File: src/rtl/db_tupu_ram_ctrl_pkg.sv
// Shared sizing and FSM encodings for the deblocking top-PU buffer controller.
package db_tupu_ram_ctrl_pkg;

    localparam int          TUPU_ADR_W   = 6;
    localparam int          TUPU_DAT_W   = 32;
    localparam logic [31:0] TUPU_CLR_VAL = 32'h0000_0000;

    typedef enum logic {
        ST_IDLE = 1'b0,
        ST_CLR  = 1'b1
    } state_t;

endpackage

File: src/rtl/db_tupu_ram_ctrl.sv
// Arbitrates a write port and a read port onto the single-port top-PU buffer, with a clear sweep.
// Optional macro DB_TUPU_FWD_EN forwards pending/same-cycle write data to colliding reads.
module db_tupu_ram_ctrl
    import db_tupu_ram_ctrl_pkg::*;
#(
    parameter int               ADR_W   = TUPU_ADR_W,
    parameter int               DAT_W   = TUPU_DAT_W,
    parameter logic [DAT_W-1:0] CLR_VAL = DAT_W'(TUPU_CLR_VAL)
) (
    input  logic             clk,
    input  logic             rst_n,
    input  logic             clr_start_i,
    output logic             busy_o,
    output logic             clr_done_o,
    input  logic             wr_req_i,
    input  logic [ADR_W-1:0] wr_adr_i,
    input  logic [DAT_W-1:0] wr_dat_i,
    output logic             wr_rdy_o,
    input  logic             rd_req_i,
    input  logic [ADR_W-1:0] rd_adr_i,
    output logic             rd_rdy_o,
    output logic             rd_vld_o,
    output logic [DAT_W-1:0] rd_dat_o,
    output logic             ram_cen_o,
    output logic             ram_wen_o,
    output logic [ADR_W-1:0] ram_adr_o,
    output logic [DAT_W-1:0] ram_wr_dat_o,
    input  logic [DAT_W-1:0] ram_rd_dat_i
);

    state_t             state;
    state_t             state_nxt;
    logic [ADR_W-1:0]   clr_cnt;
    logic               clr_last;
    logic               wb_vld;
    logic [ADR_W-1:0]   wb_adr;
    logic [DAT_W-1:0]   wb_dat;
    logic               rd_acc;
    logic               wr_acc;
    logic               drain;
    logic               clr_go;

    assign clr_last = (clr_cnt == {ADR_W{1'b1}});
    assign clr_go   = (state == ST_IDLE) && clr_start_i;

    always_ff @(posedge clk or negedge rst_n) begin
        if (!rst_n) begin
            state <= ST_IDLE;
        end else begin
            state <= state_nxt;
        end
    end

    // A clear request wins the cycle outright: neither port is accepted alongside it.
    always_comb begin
        state_nxt    = state;
        busy_o       = 1'b0;
        rd_rdy_o     = 1'b0;
        wr_rdy_o     = 1'b0;
        rd_acc       = 1'b0;
        wr_acc       = 1'b0;
        drain        = 1'b0;
        ram_cen_o    = 1'b1;
        ram_wen_o    = 1'b1;
        ram_adr_o    = '0;
        ram_wr_dat_o = '0;
        case (state)
            ST_IDLE: begin
                if (clr_start_i) begin
                    state_nxt = ST_CLR;
                end else begin
                    rd_rdy_o = 1'b1;
                    wr_rdy_o = ~wb_vld;
                    rd_acc   = rd_req_i;
                    wr_acc   = wr_req_i & ~wb_vld;
                    if (rd_acc) begin
                        ram_cen_o = 1'b0;
                        ram_adr_o = rd_adr_i;
                    end else if (wb_vld) begin
                        drain        = 1'b1;
                        ram_cen_o    = 1'b0;
                        ram_wen_o    = 1'b0;
                        ram_adr_o    = wb_adr;
                        ram_wr_dat_o = wb_dat;
                    end else if (wr_acc) begin
                        ram_cen_o    = 1'b0;
                        ram_wen_o    = 1'b0;
                        ram_adr_o    = wr_adr_i;
                        ram_wr_dat_o = wr_dat_i;
                    end
                end
            end
            ST_CLR: begin
                busy_o       = 1'b1;
                ram_cen_o    = 1'b0;
                ram_wen_o    = 1'b0;
                ram_adr_o    = clr_cnt;
                ram_wr_dat_o = CLR_VAL;
                if (clr_last) begin
                    state_nxt = ST_IDLE;
                end
            end
            default: state_nxt = ST_IDLE;
        endcase
    end

    // Stage p1: control registers (sweep counter, buffer valid, read valid, done pulse).
    always_ff @(posedge clk or negedge rst_n) begin
        if (!rst_n) begin
            clr_cnt    <= '0;
            wb_vld     <= 1'b0;
            rd_vld_o   <= 1'b0;
            clr_done_o <= 1'b0;
        end else begin
            clr_done_o <= (state == ST_CLR) && clr_last;
            rd_vld_o   <= rd_acc;
            if (state == ST_CLR) begin
                clr_cnt <= clr_cnt + 1'b1;
            end else begin
                clr_cnt <= '0;
            end
            if (clr_go) begin
                wb_vld <= 1'b0;
            end else if (rd_acc && wr_acc) begin
                wb_vld <= 1'b1;
            end else if (drain) begin
                wb_vld <= 1'b0;
            end
        end
    end

    always_ff @(posedge clk) begin
        if (rd_acc && wr_acc) begin
            wb_adr <= wr_adr_i;
            wb_dat <= wr_dat_i;
        end
    end

`ifdef DB_TUPU_FWD_EN
    logic             hit_wr;
    logic             hit_wb;
    logic             fwd_sel_p1;
    logic [DAT_W-1:0] fwd_dat_p1;

    // A same-cycle write and a buffered write never coexist (wr_rdy is low while buffered).
    assign hit_wr = wr_acc && (wr_adr_i == rd_adr_i);
    assign hit_wb = wb_vld && (wb_adr == rd_adr_i);

    always_ff @(posedge clk or negedge rst_n) begin
        if (!rst_n) begin
            fwd_sel_p1 <= 1'b0;
        end else begin
            fwd_sel_p1 <= rd_acc && (hit_wr || hit_wb);
        end
    end

    always_ff @(posedge clk) begin
        if (rd_acc) begin
            fwd_dat_p1 <= hit_wr ? wr_dat_i : wb_dat;
        end
    end

    assign rd_dat_o = fwd_sel_p1 ? fwd_dat_p1 : ram_rd_dat_i;
`else
    assign rd_dat_o = ram_rd_dat_i;
`endif

endmodule

File: config.mk
export PLATFORM = sky130hd
export DESIGN_NAME = db_tupu_ram_ctrl
export DESIGN_NICKNAME = d
export VERILOG_FILES = /design/src/rtl/db_tupu_ram_ctrl_pkg.sv /design/src/rtl/db_tupu_ram_ctrl.sv
export SDC_FILE = /design/constraint.sdc
export NUM_CORES = 1
export LEC_CHECK = 0
export BUFFER_PORTS_ARGS = -buffer_cell sky130_fd_sc_hd__buf_4
export CAP_MARGIN = 10
export CORE_MARGIN = 5
export CORE_UTILIZATION = 42
export CTS_BUF_LIST = sky130_fd_sc_hd__clkbuf_4
export DETAILED_ROUTE_END_ITERATION = 7
export MAX_ROUTING_LAYER = met4
export PLACE_DENSITY = 0.78
export SETUP_SLACK_MARGIN = 0.4
export SLEW_MARGIN = 20
export SYNTH_ARGS = -nofsm -noshare
export SYNTH_HDL_FRONTEND = slang
export SYNTH_SLANG_ARGS = --single-unit
File: constraint.sdc
create_clock -name clk -period 3 [get_ports clk]
set_input_delay 0.45 -clock clk [delete_from_list [all_inputs] [get_ports clk]]
set_output_delay 0.45 -clock clk [all_outputs]
set_load 0.01 [all_outputs]
==> impl_metrics.py, run 1 <==
metrics = {
    "run_status": {
        "outcome": "did not finish",
        "failing_step": "detailed routing (5_2_route)",
        "firstError": "[ERROR DRT-0255] Maze Route cannot find path of net ram_rd_dat_i[7] in worker of routeBox ( 48300 0 ) ( 89880 48300 ).",
    },
    "cts": {
        "cts_sinks": 48,
        "cts_max_level": 2,
        "cts_root_buf": "clkbuf_4",
        "cts_buffers": 5,
        "cts.path.max_buffers": 2,
    },
    "synth": {
        "yosys.area.top_type_share": 0.4258,
        "synthCells": 260,
        "synthesis.area_um2": 2680,
        "yosysWarningCount": 0,
        "syn_area_per_cell_um2": 10.31,
        "yosysSeqAreaShare": 0.5191,
        "synth.area.top_cells": "edfxtp_1, dfrtp_1, buf_4",
        "synth_area_leader_cell": "edfxtp_1",
        "synth.distinct_cells": 29,
        "syn_nets": 342,
        "ys_ff_latch": 48,
    },
    "floorplanning": {
        "die_h_um": 89.88,
        "initial_utilization": 0.4269,
        "dieWidth_um": 89.88,
        "rows": 29,
        "io-pin-count": 158,
    },
    "placed_design": {
        "io_buffer_count": 93,
        "dp_hpwl_um": 4109,
        "gp_congestion": 0.7756,
    },
    "grt": {
        "grt_max_degree": 52,
        "overflow": 0,
        "grt_use_total": 0.1455,
        "antenna_found_initial": 0,
        "grt_pass1_wl_um": 9591,
        "grt_pass1_vias": 1954,
    },
    "sta": {
        "grt-worst-endpoint": "ram_wr_dat_o[2]",
        "endpoint_type": "primary output",
    },
}
-- cells in the mapped netlist (all sizes together) --
cell / count
ha: 1
a21oi: 35
edfxtp: 38
and2: 1
nand2b: 1
and3b: 1
xnor2: 1
nor2: 11
dfrtp: 10
buf: 48
or3: 1
nand3: 4
inv: 2
clkbuf: 3
a221oi: 6
nand3b: 32
nand2: 40
nor2b: 6
nor3: 4
xor2: 2
o21ai: 13
-- metrics by stage --
step | setup WS (ns) | cells | instance area, µm² | hold WS [ns]
2_1_floorplan | 0.7688 | 260 | 2680 | 0.1544
3_3_place_gp | 0.9050 | 381 | 3114 | 0.2849
4_1_cts | 0.4636 | 390 | 3181 | 0.2498
5_1_grt | 0.4271 | 390 | 3183 | 0.2328
3_5_place_dp | 0.8835 | 381 | 3114 | 0.2906
-- per-layer routing --
| layer | global-route usage |
|---|---|
| met3 | 0.05426 |
| met2 | 0.2341 |
| met5 | - |
| met1 | 0.1680 |
| met4 | 0.04839 |
-- logic make-up after synthesis --
family	Yosys count	share of synthesized area
AO/OA/AOI/OAI	54	0.1148
XOR/XNOR	3	0.009806
adder cells (fa/ha/maj)	1	0.004668
AND/OR/NAND/NOR	101	0.2078
buffers and inverters	53	0.1438
flip-flops	48	0.5191
-- timing repair --
action / CTS / global route
hold buffers: 1 / 0
resized for setup: 0 / 1
hold endpoints to repair: 10 / 0
setup buffers: 0 / 0
endpoints found under the setup margin: 0 / 16
==> inputs of run 2 (changes only) <==
--- a/config.mk
+++ b/config.mk
@@ -8,12 +8,9 @@
 export BUFFER_PORTS_ARGS = -buffer_cell sky130_fd_sc_hd__buf_4
 export CAP_MARGIN = 10
 export CORE_MARGIN = 5
-export CORE_UTILIZATION = 42
-export CTS_BUF_LIST = sky130_fd_sc_hd__clkbuf_4
+export CORE_UTILIZATION = 27
 export DETAILED_ROUTE_END_ITERATION = 7
-export MAX_ROUTING_LAYER = met4
-export PLACE_DENSITY = 0.78
-export SETUP_SLACK_MARGIN = 0.4
+export PLACE_DENSITY_LB_ADDON = 0.15
 export SLEW_MARGIN = 20
 export SYNTH_ARGS = -nofsm -noshare
 export SYNTH_HDL_FRONTEND = slang
==> run 2 against run 1 <==
  * The run now ends clean
  * Global-route usage down 3.5 points
  * Synthesized cell count unchanged
  * Area after synthesis unchanged
==> impl_metrics.py, run 2 <==
metrics = {
    "run_status": {
        "outcome": "finished, final reports clean",
    },
    "grt": {
        "overflow": 0,
        "grt_pass1_wl_um": 10190,
        "grt_max_degree": 47,
        "antenna_found_initial": 0,
        "grt_use_total": 0.1106,
        "grt_pass1_vias": 1990,
    },
    "setup_path": {
        "cp_slowest_cell": "dfrtp_2",
        "crit_chain": "buf_4, nand2_1, a21oi_1, buf_4",
        "critPathArrivalTime_ns": 1.96,
        "startpoint_type": "register",
        "slowest_delay_ns": 0.82,
        "cp.required_ns": 2.55,
        "endpoint_kind": "primary output",
        "setup.worst_path.class": "register to primary output",
        "cp_max_fo": 46,
        "crit_top_cell": "buf_4",
    },
    "cts": {
        "cts_buffers": 5,
        "path_clk_slew_ns": 0.09,
        "cts_tree": "done",
        "post_cts_buffers": 0,
        "hold_buffers": 1,
        "cts_sinks": 48,
        "cts_max_level": 2,
        "cts.path.max_buffers": 2,
        "cts_root_buf": "clkbuf_8",
        "post_cts_resized": 0,
        "worstSkewPairLatency_ns": 0.30,
    },
    "synth": {
        "yosys.area_share.xor_xnor": 0.009804,
        "synth_compound_area_frac": 0.1148,
        "yosysWarningCount": 0,
        "synth_area_leader_cell": "edfxtp_1",
        "yosys.area_share.simple": 0.2077,
        "ys_ff_latch": 48,
        "synth_top_family_by_area": "simple AND/OR/NAND/NOR gates",
        "synth_fa_ha_area_frac": 0.004669,
        "synth_mux_area_frac": 0,
        "synthesis.area_um2": 2680,
        "synth.most_common_cell": "nand2_1",
        "synth.area.top_cells": "edfxtp_1, dfrtp_1, buf_4",
        "synth_common_cells": "nand2_1, edfxtp_1, buf_4, nand3b_1, a21oi_1",
        "synth.distinct_cells": 29,
        "ys.flop_type": "edfxtp_1",
        "synth_edf_count": 38,
        "syn_nets": 342,
        "async_flop_share": 0.2083,
        "yosys.area.top_type_share": 0.4258,
        "synthCells": 260,
        "yosysSeqAreaShare": 0.5191,
        "syn_area_per_cell_um2": 10.31,
    },
    "sta": {
        "finalHoldViolations": 0,
        "worst_pin_slew_ns": 0.6853,
        "setup_tns_ns": 0,
        "slew_headroom": 0.5431,
        "maxSlewViolCount": 0,
        "period_minus_slack_ns": 2.410,
        "setup_viol": 0,
        "fin_skew_ns": 0.007153,
        "timing.final.crit_share": 0.8035,
        "rsz0062_at_grt": "no",
        "fmaxAchievable_ghz": 0.4149,
    },
    "placed_design": {
        "io_buffer_count": 93,
        "dp_hpwl_um": 4715,
        "gp_congestion": 0.7293,
        "placedCellCount": 437,
    },
    "final_layout": {
        "largestRegisters": "wb_dat: 32 flops, clr_cnt: 6 flops, wb_adr: 6 flops",
        "num-fill-cells": 1071,
        "largest_register_ff_count": 32,
        "antenna_cells": 0,
        "postLayoutCoreUtil": 0.3380,
        "syn_to_final_growth_pct": 22.69,
        "finalNonFillerCells": 445,
        "layout-drive-gt1-share": 0.3590,
        "layout_common_cells": "buf_4, nand2_1, edfxtp_1",
        "layout.nets": 394,
        "mostFrequentLayoutCell": "buf_4",
        "top_register": "wb_dat",
    },
    "floorplanning": {
        "core_area_um2": 9729,
        "io-pin-count": 158,
        "dieWidth_um": 109.6,
        "die_h_um": 109.6,
        "dieArea_um2": 12020,
        "initial_utilization": 0.2755,
        "rows": 36,
    },
    "pwr": {
        "peakVddDrop_mv": 0.2054,
        "p_leak_nw": 1.265,
        "power.density_nw_per_um2": 554.2,
    },
    "drt": {
        "routed-via-count": 1989,
        "drtPass1Iterations": 4,
        "finalWirelength_um": 6684,
        "viasPerCell": 4.470,
        "final_antenna_net_count": 0,
        "initialDrtViolationCount": 116,
        "detail_route.wl_per_cell_um": 15.02,
        "route.detailed.drc": 0,
    },
    "flow_run": {
        "cap_violations": 0,
    },
    "min_path": {
        "hp-class": "input port to register",
    },
}
==> run 2: cell counts after synthesis <==
Identical to the previous run, type by type.
==> run 2: critical path: cells and delay by family, from the launching register on <==
kind	cells	cell delay, ns
AO/OA/AOI/OAI	1	0.17
flip-flops	1	0.82
buffers and inverters	2	0.57
AND/OR/NAND/NOR	1	0.10
==> run 2: worst paths after layout <==
kind,to,start,cells after the start,slack [ns]
worst max-delay path,ram_wr_dat_o[17],wb_vld,4,0.59
worst min-delay path,wb_dat[20],wr_dat_i[20],1,0.33
worst max register to register,wb_dat[27],wb_vld,2,1.24
worst min register to register,clr_cnt[0],clr_cnt[0],1,0.52
max in group asynchronous,wb_vld,rst_n,2,2.33
min in group asynchronous,clr_done_o,rst_n,2,0.52
==> run 2: routing by layer <==
layer | GRT usage | routed length, µm | up-vias
li1 | - | - | 979
met3 | 0.02760 | 419 | 17
met1 | 0.1435 | 2976 | 930
met5 | 0 | 0 | -
met4 | 0.04007 | 118 | 0
met2 | 0.1783 | 3170 | 63
==> run 2: layout make-up <==
type                            instances  area [µm²]  area share
Tap cell                              133       166.4     0.05061
Inverter                                2       7.507    0.002283
Clock buffer                            5       68.82     0.02093
Clock inverter                          2       12.51    0.003805
Multi-Input combinational cell        159       904.6      0.2751
Timing Repair Buffer                   96       735.7      0.2237
Sequential cell                        48        1393      0.4235
==> run 2: kinds of logic after synthesis <==
family                     Yosys count
xor gates and xnor gates             3
AOI/OAI and AO/OA                   54
DFF                                 48
buffers and inverters               53
and+or+nand+nor                    101
adders and majority gates            1
==> run 2: metrics by stage <==
step | total power, mW | worst slack (ns) | area (µm²) | hold slack, ns
global placement | 1.463 | 0.9402 | 3197 | 0.2888
global route | 1.964 | 0.3872 | 3288 | 0.3088
detailed placement | 1.472 | 0.8847 | 3197 | 0.2903
finish | 1.822 | 0.5896 | 3288 | 0.3326
floorplan | 1.343 | 0.7688 | 2680 | 0.1544
CTS | 1.863 | 0.5475 | 3288 | 0.3164
==> run 2: where the power goes <==
group	total [mW]	switching [mW]	internal, mW
combinational	0.549	0.263	0.286
sequential	0.898	0.126	0.772
clock	0.375	0.217	0.158
total	1.82	0.606	1.22
No activity file was read; power rests on OpenSTA's default activity.
==> inputs of run 3 (changes only) <==
==> constraint.sdc (replaced) <==
create_clock -name clk -period 2.4 [get_ports clk]
set_input_delay 0.36 -clock clk [delete_from_list [all_inputs] [get_ports clk]]
set_output_delay 0.36 -clock clk [all_outputs]
set_load 0.01 [all_outputs]
==> run 3 against run 2 <==
  * Clock power increased by 53%
  * Largest cell class unchanged
  * Register-to-register slack worse by 0.45 ns
  * Worst hold slack worse by 0.089 ns
  * Global-route usage grew 0.080 points
  * Total power increased by 31%
  * Clock skew shrank 0.0017 ns
  * Cell count is 0.67% higher
  * Clock-buffer cell count is the same
  * Utilization up 0.37 points
==> impl_metrics.py, run 3 (same netlist as run 2, synthesis figures left out) <==
metrics = {
    "cts": {
        "worstSkewPairLatency_ns": 0.30,
        "cts_tree": "done",
        "cts_max_level": 2,
        "path_clk_slew_ns": 0.09,
        "cts_sinks": 48,
        "cts_buffers": 5,
        "cts.path.max_buffers": 2,
        "cts_root_buf": "clkbuf_8",
    },
    "setup_path": {
        "worstReg2RegStart": "state",
        "setup.worst_path.class": "register to primary output",
        "cp_max_fo": 32,
        "startpoint_type": "register",
        "cp.required_ns": 2.04,
        "endpoint_kind": "primary output",
        "worstSetupStartpoint": "state",
        "critPathArrivalTime_ns": 1.85,
    },
    "drt": {
        "route.detailed.drc": 0,
        "routed-via-count": 1980,
        "drtPass1Iterations": 4,
        "finalWirelength_um": 6699,
        "viasPerCell": 4.420,
        "initialDrtViolationCount": 63,
        "detail_route.wl_per_cell_um": 14.95,
        "final_antenna_net_count": 0,
    },
    "min_path": {
        "min_from": "wr_dat_i[14]",
        "hp-class": "input port to register",
    },
    "final_layout": {
        "antenna_cells": 0,
        "largestRegisters": "wb_dat: 32 flops, clr_cnt: 6 flops, wb_adr: 6 flops",
        "syn_to_final_growth_pct": 24.04,
        "seq_area_um2": 1393,
        "mostFrequentLayoutCell": "buf_4",
        "top_register": "wb_dat",
        "num-fill-cells": 1028,
        "layout.nets": 396,
        "multi_input_area_um2": 913.4,
        "largest_register_ff_count": 32,
        "layout_common_cells": "buf_4, nand2_1, edfxtp_1",
        "layout-drive-gt1-share": 0.3587,
    },
    "grt": {
        "grt_use_total": 0.1114,
        "grt_pass1_vias": 1977,
        "grt_pass1_wl_um": 10430,
        "grt_max_degree": 43,
        "antenna_found_initial": 0,
        "overflow": 0,
    },
    "sta": {
        "rsz0062_at_grt": "no",
        "setup_tns_ns": 0,
        "fin_skew_ns": 0.005493,
        "worst_pin_slew_ns": 0.5896,
        "setup_viol": 0,
        "fmaxAchievable_ghz": 0.4521,
        "finalHoldViolations": 0,
        "slew_headroom": 0.6069,
        "holdWs_ns": 0.2434,
        "timing.final.crit_share": 0.9217,
        "period_minus_slack_ns": 2.212,
        "maxSlewViolCount": 0,
    },
    "placed_design": {
        "gp_congestion": 0.7136,
        "io_buffer_count": 93,
        "dp_hpwl_um": 4693,
    },
    "floorplanning": {
        "initial_utilization": 0.2755,
        "die_h_um": 109.6,
        "core_area_um2": 9729,
        "rows": 36,
        "dieArea_um2": 12020,
        "dieWidth_um": 109.6,
        "io-pin-count": 158,
    },
    "pwr": {
        "p_int_mw": 1.636,
        "p_seq_frac": 0.464,
        "combinationalPowerShare": 0.297,
        "p_sw_frac": 0.3171,
        "finalPower_mw": 2.395,
        "p_switching_mw": 0.7595,
        "power.density_nw_per_um2": 720.5,
        "peakVddDrop_mv": 0.2500,
        "p_leak_nw": 1.278,
        "clkPwrFrac": 0.239,
    },
    "flow_run": {
        "cap_violations": 0,
    },
    "run_status": {
        "outcome": "finished, final reports clean",
    },
}
run 3: cell type report:
type,instances,share of cell area
Clock buffer,5,0.02070
Multi-Input combinational cell,159,0.2747
Timing Repair Buffer,98,0.2221
Tap cell,133,0.05006
Inverter,2,0.002258
Sequential cell,48,0.4189
Clock inverter,3,0.01129
run 3: power by group through the flow:
stage	Clock, mW	Combinational [mW]	Sequential, mW
final	0.573	0.711	1.11
after global routing	0.629	0.811	1.13
after CTS	0.602	0.726	1.11
after detailed placement	0	0.724	1.13
after global placement	0	0.718	1.13
after floorplan	0	0.640	1.04
run 3: what timing repair did:
item,in CTS,in global routing
gates resized for setup,0,1
hold buffers,1,0
hold endpoints to repair,10,0
endpoints found under the setup margin,0,4
setup buffers,0,0
run 3: final timing paths:
check	to	slack [ns]	cells past startpoint
max	ram_wr_dat_o[31]	0.19	4
min	wb_dat[14]	0.24	1
max reg2reg	wb_dat[10]	0.79	3
min reg2reg	clr_cnt[0]	0.51	1
max in group asynchronous	wb_vld	1.83	2
min in group asynchronous	clr_done_o	0.42	2
run 3: metal layers:
| layer | share of wire | global-route usage |
|---|---|---|
| met1 | 0.45 | 0.1441 |
| met2 | 0.47 | 0.1792 |
| met3 | 0.063 | 0.02936 |
| met4 | 0.015 | 0.04007 |
| met5 | 0 | 0 |
run 3: through the flow:
step | worst slack [ns] | cell area (µm²) | std cells | utilization
global placement | 0.4228 | 3199 | 439 | 0.3288
CTS | 0.06151 | 3316 | 448 | 0.3408
floorplan | 0.2588 | 2680 | 260 | -
finish | 0.1879 | 3324 | 448 | 0.3417
detailed placement | 0.3963 | 3199 | 439 | 0.3288
global route | 0.06229 | 3324 | 448 | 0.3417
run 3: worst max-delay path, cell delays in order (launching register included):
cell	delay, ns
dfrtp_1	0.58
nor2_4	0.36
nand2_8	0.21
a21oi_1	0.24
buf_4	0.16
==> inputs of run 4 (changes only) <==
--- a/config.mk
+++ b/config.mk
@@ -7,8 +7,9 @@
 export LEC_CHECK = 0
 export BUFFER_PORTS_ARGS = -buffer_cell sky130_fd_sc_hd__buf_4
 export CAP_MARGIN = 10
+export CORE_ASPECT_RATIO = 0.6
 export CORE_MARGIN = 5
-export CORE_UTILIZATION = 27
+export CORE_UTILIZATION = 25
 export DETAILED_ROUTE_END_ITERATION = 7
 export PLACE_DENSITY_LB_ADDON = 0.15
 export SLEW_MARGIN = 20
==> run 4 against run 3 <==
  * Maximum frequency rose by 0.47%
  * First-iteration DRC count rose by 83%
  * Die area rose by 7.8%
  * Via count rose by 4.3%
  * Sequential power barely moved
  * Clock-buffer cell count rose by 2
  * Design area rose by 1.8%
  * Wire length rose by 8.4%
  * Sequential cell count did not move
  * Worst hold slack improved by 0.012 ns
  * Clock skew barely moved
  * Clock power rose by 31%
  * Critical path type unchanged
  * Critical endpoint is now ram_adr_o[0]
  * Largest power group unchanged
==> impl_metrics.py, run 4 (same netlist as run 2, synthesis figures left out) <==
metrics = {
    "sta": {
        "slew_headroom": 0.5780,
        "timing.final.crit_share": 0.9174,
        "finalHoldViolations": 0,
        "period_minus_slack_ns": 2.202,
        "rsz0062_at_grt": "no",
        "setup_tns_ns": 0,
        "fin_skew_ns": 0.005716,
        "fmaxAchievable_ghz": 0.4542,
        "maxSlewViolCount": 0,
        "worst_pin_slew_ns": 0.6329,
        "setup_viol": 0,
    },
    "floorplanning": {
        "die_h_um": 90.20,
        "dieArea_um2": 12960,
        "io-pin-count": 158,
        "dieWidth_um": 143.7,
        "core_area_um2": 10520,
        "initial_utilization": 0.2547,
        "rows": 29,
    },
    "cts": {
        "post_cts_resized": 0,
        "cts_buffers": 5,
        "cts_root_buf": "clkbuf_16",
        "cts.path.max_buffers": 2,
        "path_clk_slew_ns": 0.07,
        "worstSkewPairLatency_ns": 0.29,
        "cts_max_level": 2,
        "cts_tree": "done",
        "cts_sinks": 48,
    },
    "grt": {
        "use_met1": 0.1686,
        "gr-usage-met2": 0.1477,
        "grt_max_degree": 47,
        "grt_pass1_vias": 2093,
        "met3_usage": 0.04666,
        "grt_use_total": 0.1122,
        "antenna_found_initial": 0,
        "grt_pass1_wl_um": 11450,
        "overflow": 0,
        "busiest_layer": "met1",
    },
    "flow_run": {
        "cap_violations": 0,
    },
    "placed_design": {
        "gp_congestion": 0.7132,
        "placedCellCount": 443,
        "dp_hpwl_um": 4938,
        "io_buffer_count": 93,
    },
    "final_layout": {
        "finalNonFillerCells": 452,
        "layout_common_cells": "buf_4, nand2_1, edfxtp_1",
        "layout-drive-gt1-share": 0.3578,
        "antenna_cells": 0,
        "top_register": "wb_dat",
        "mostFrequentLayoutCell": "buf_4",
        "largest_register_ff_count": 32,
        "syn_to_final_growth_pct": 26.33,
        "num-fill-cells": 1089,
        "largestRegisters": "wb_dat: 32 flops, clr_cnt: 6 flops, wb_adr: 6 flops",
        "layout.nets": 394,
    },
    "setup_path": {
        "critPathArrivalTime_ns": 1.84,
        "slowest_delay_ns": 0.78,
        "setup.worst_path.class": "register to primary output",
        "endpoint_kind": "primary output",
        "cp_slowest_cell": "dfrtp_2",
        "cp.required_ns": 2.04,
        "crit_chain": "nor2b_1, a221oi_1, o21ai_1, buf_4",
        "cp_max_fo": 36,
        "startpoint_type": "register",
    },
    "pwr": {
        "peakVddDrop_mv": 0.2694,
        "power.density_nw_per_um2": 774.2,
        "p_leak_nw": 1.307,
    },
    "drt": {
        "viasPerCell": 4.571,
        "routed-via-count": 2066,
        "route.detailed.drc": 0,
        "finalWirelength_um": 7265,
        "initialDrtViolationCount": 115,
        "detail_route.wl_per_cell_um": 16.07,
        "final_antenna_net_count": 0,
        "drtPass1Iterations": 4,
    },
    "run_status": {
        "outcome": "finished, final reports clean",
    },
    "min_path": {
        "hp-class": "input port to register",
    },
}
run 4: cell count changes in the layout (fill, tap and decap cells not counted), sizes merged:
cell / previous run / this run
buf: 97 / 95
bufinv: 1 / 0
clkbuf: 5 / 7
clkinv: 2 / 1
run 4: final cells by class:
class	instances	area (µm²)	area share
flip-flops and latches	48	1393	0.4113
multi-input cells	159	904.6	0.2672
repair buffers	96	748.2	0.2210
well taps	139	173.9	0.05137
clock buffers	7	153.9	0.04545
inverters	2	7.507	0.002217
clock inverters	1	5.005	0.001478
run 4: critical path: cells and delay by family, from the launching register on:
kind | cells | cell delay (ns)
compound gates | 2 | 0.52
buf+inv | 1 | 0.16
flops | 1 | 0.78
simple gates | 1 | 0.10
run 4: repair_timing:
action                    CTS  global route
hold buffers                1             0
hold endpoints to repair   10             0
buffers inserted            0             0
run 4: metal layers:
layer | part of all wire | routed length [µm]
met1 | 0.50 | 3655
met2 | 0.39 | 2803
met3 | 0.10 | 761
met4 | 0.0062 | 45
met5 | 0 | 0
run 4: through the flow:
stage / instance area [µm²] / hold WS, ns / utilization / total power [mW] / worst slack (ns)
floorplan: 2680 / 0.06441 / - / 1.678 / 0.2588
global placement: 3217 / 0.2051 / 0.3057 / 1.886 / 0.5175
detailed placement: 3217 / 0.2039 / 0.3057 / 1.890 / 0.5069
CTS: 3386 / 0.2430 / 0.3218 / 2.672 / 0.1757
global route: 3386 / 0.2390 / 0.3218 / 2.799 / 0.03675
finish: 3386 / 0.2550 / 0.3218 / 2.621 / 0.1982
run 4: final timing paths:
kind	startpoint	end	slack, ns	cells past startpoint
min reg2reg	clr_cnt[0]	clr_cnt[0]	0.51	1
max in group asynchronous	rst_n	wb_vld	1.81	2
min in group asynchronous	rst_n	clr_cnt[4]	0.44	2
max reg2reg	state	wb_dat[5]	0.79	3
min	wr_adr_i[0]	wb_adr[0]	0.25	1
max	wb_vld	ram_adr_o[0]	0.20	4
run 4: power breakdown:
| part | internal, mW | switching [mW] | total, mW |
|---|---|---|---|
| combinational | 0.376 | 0.372 | 0.748 |
| sequential | 0.966 | 0.154 | 1.12 |
| clock | 0.449 | 0.304 | 0.753 |
| total | 1.79 | 0.830 | 2.62 |
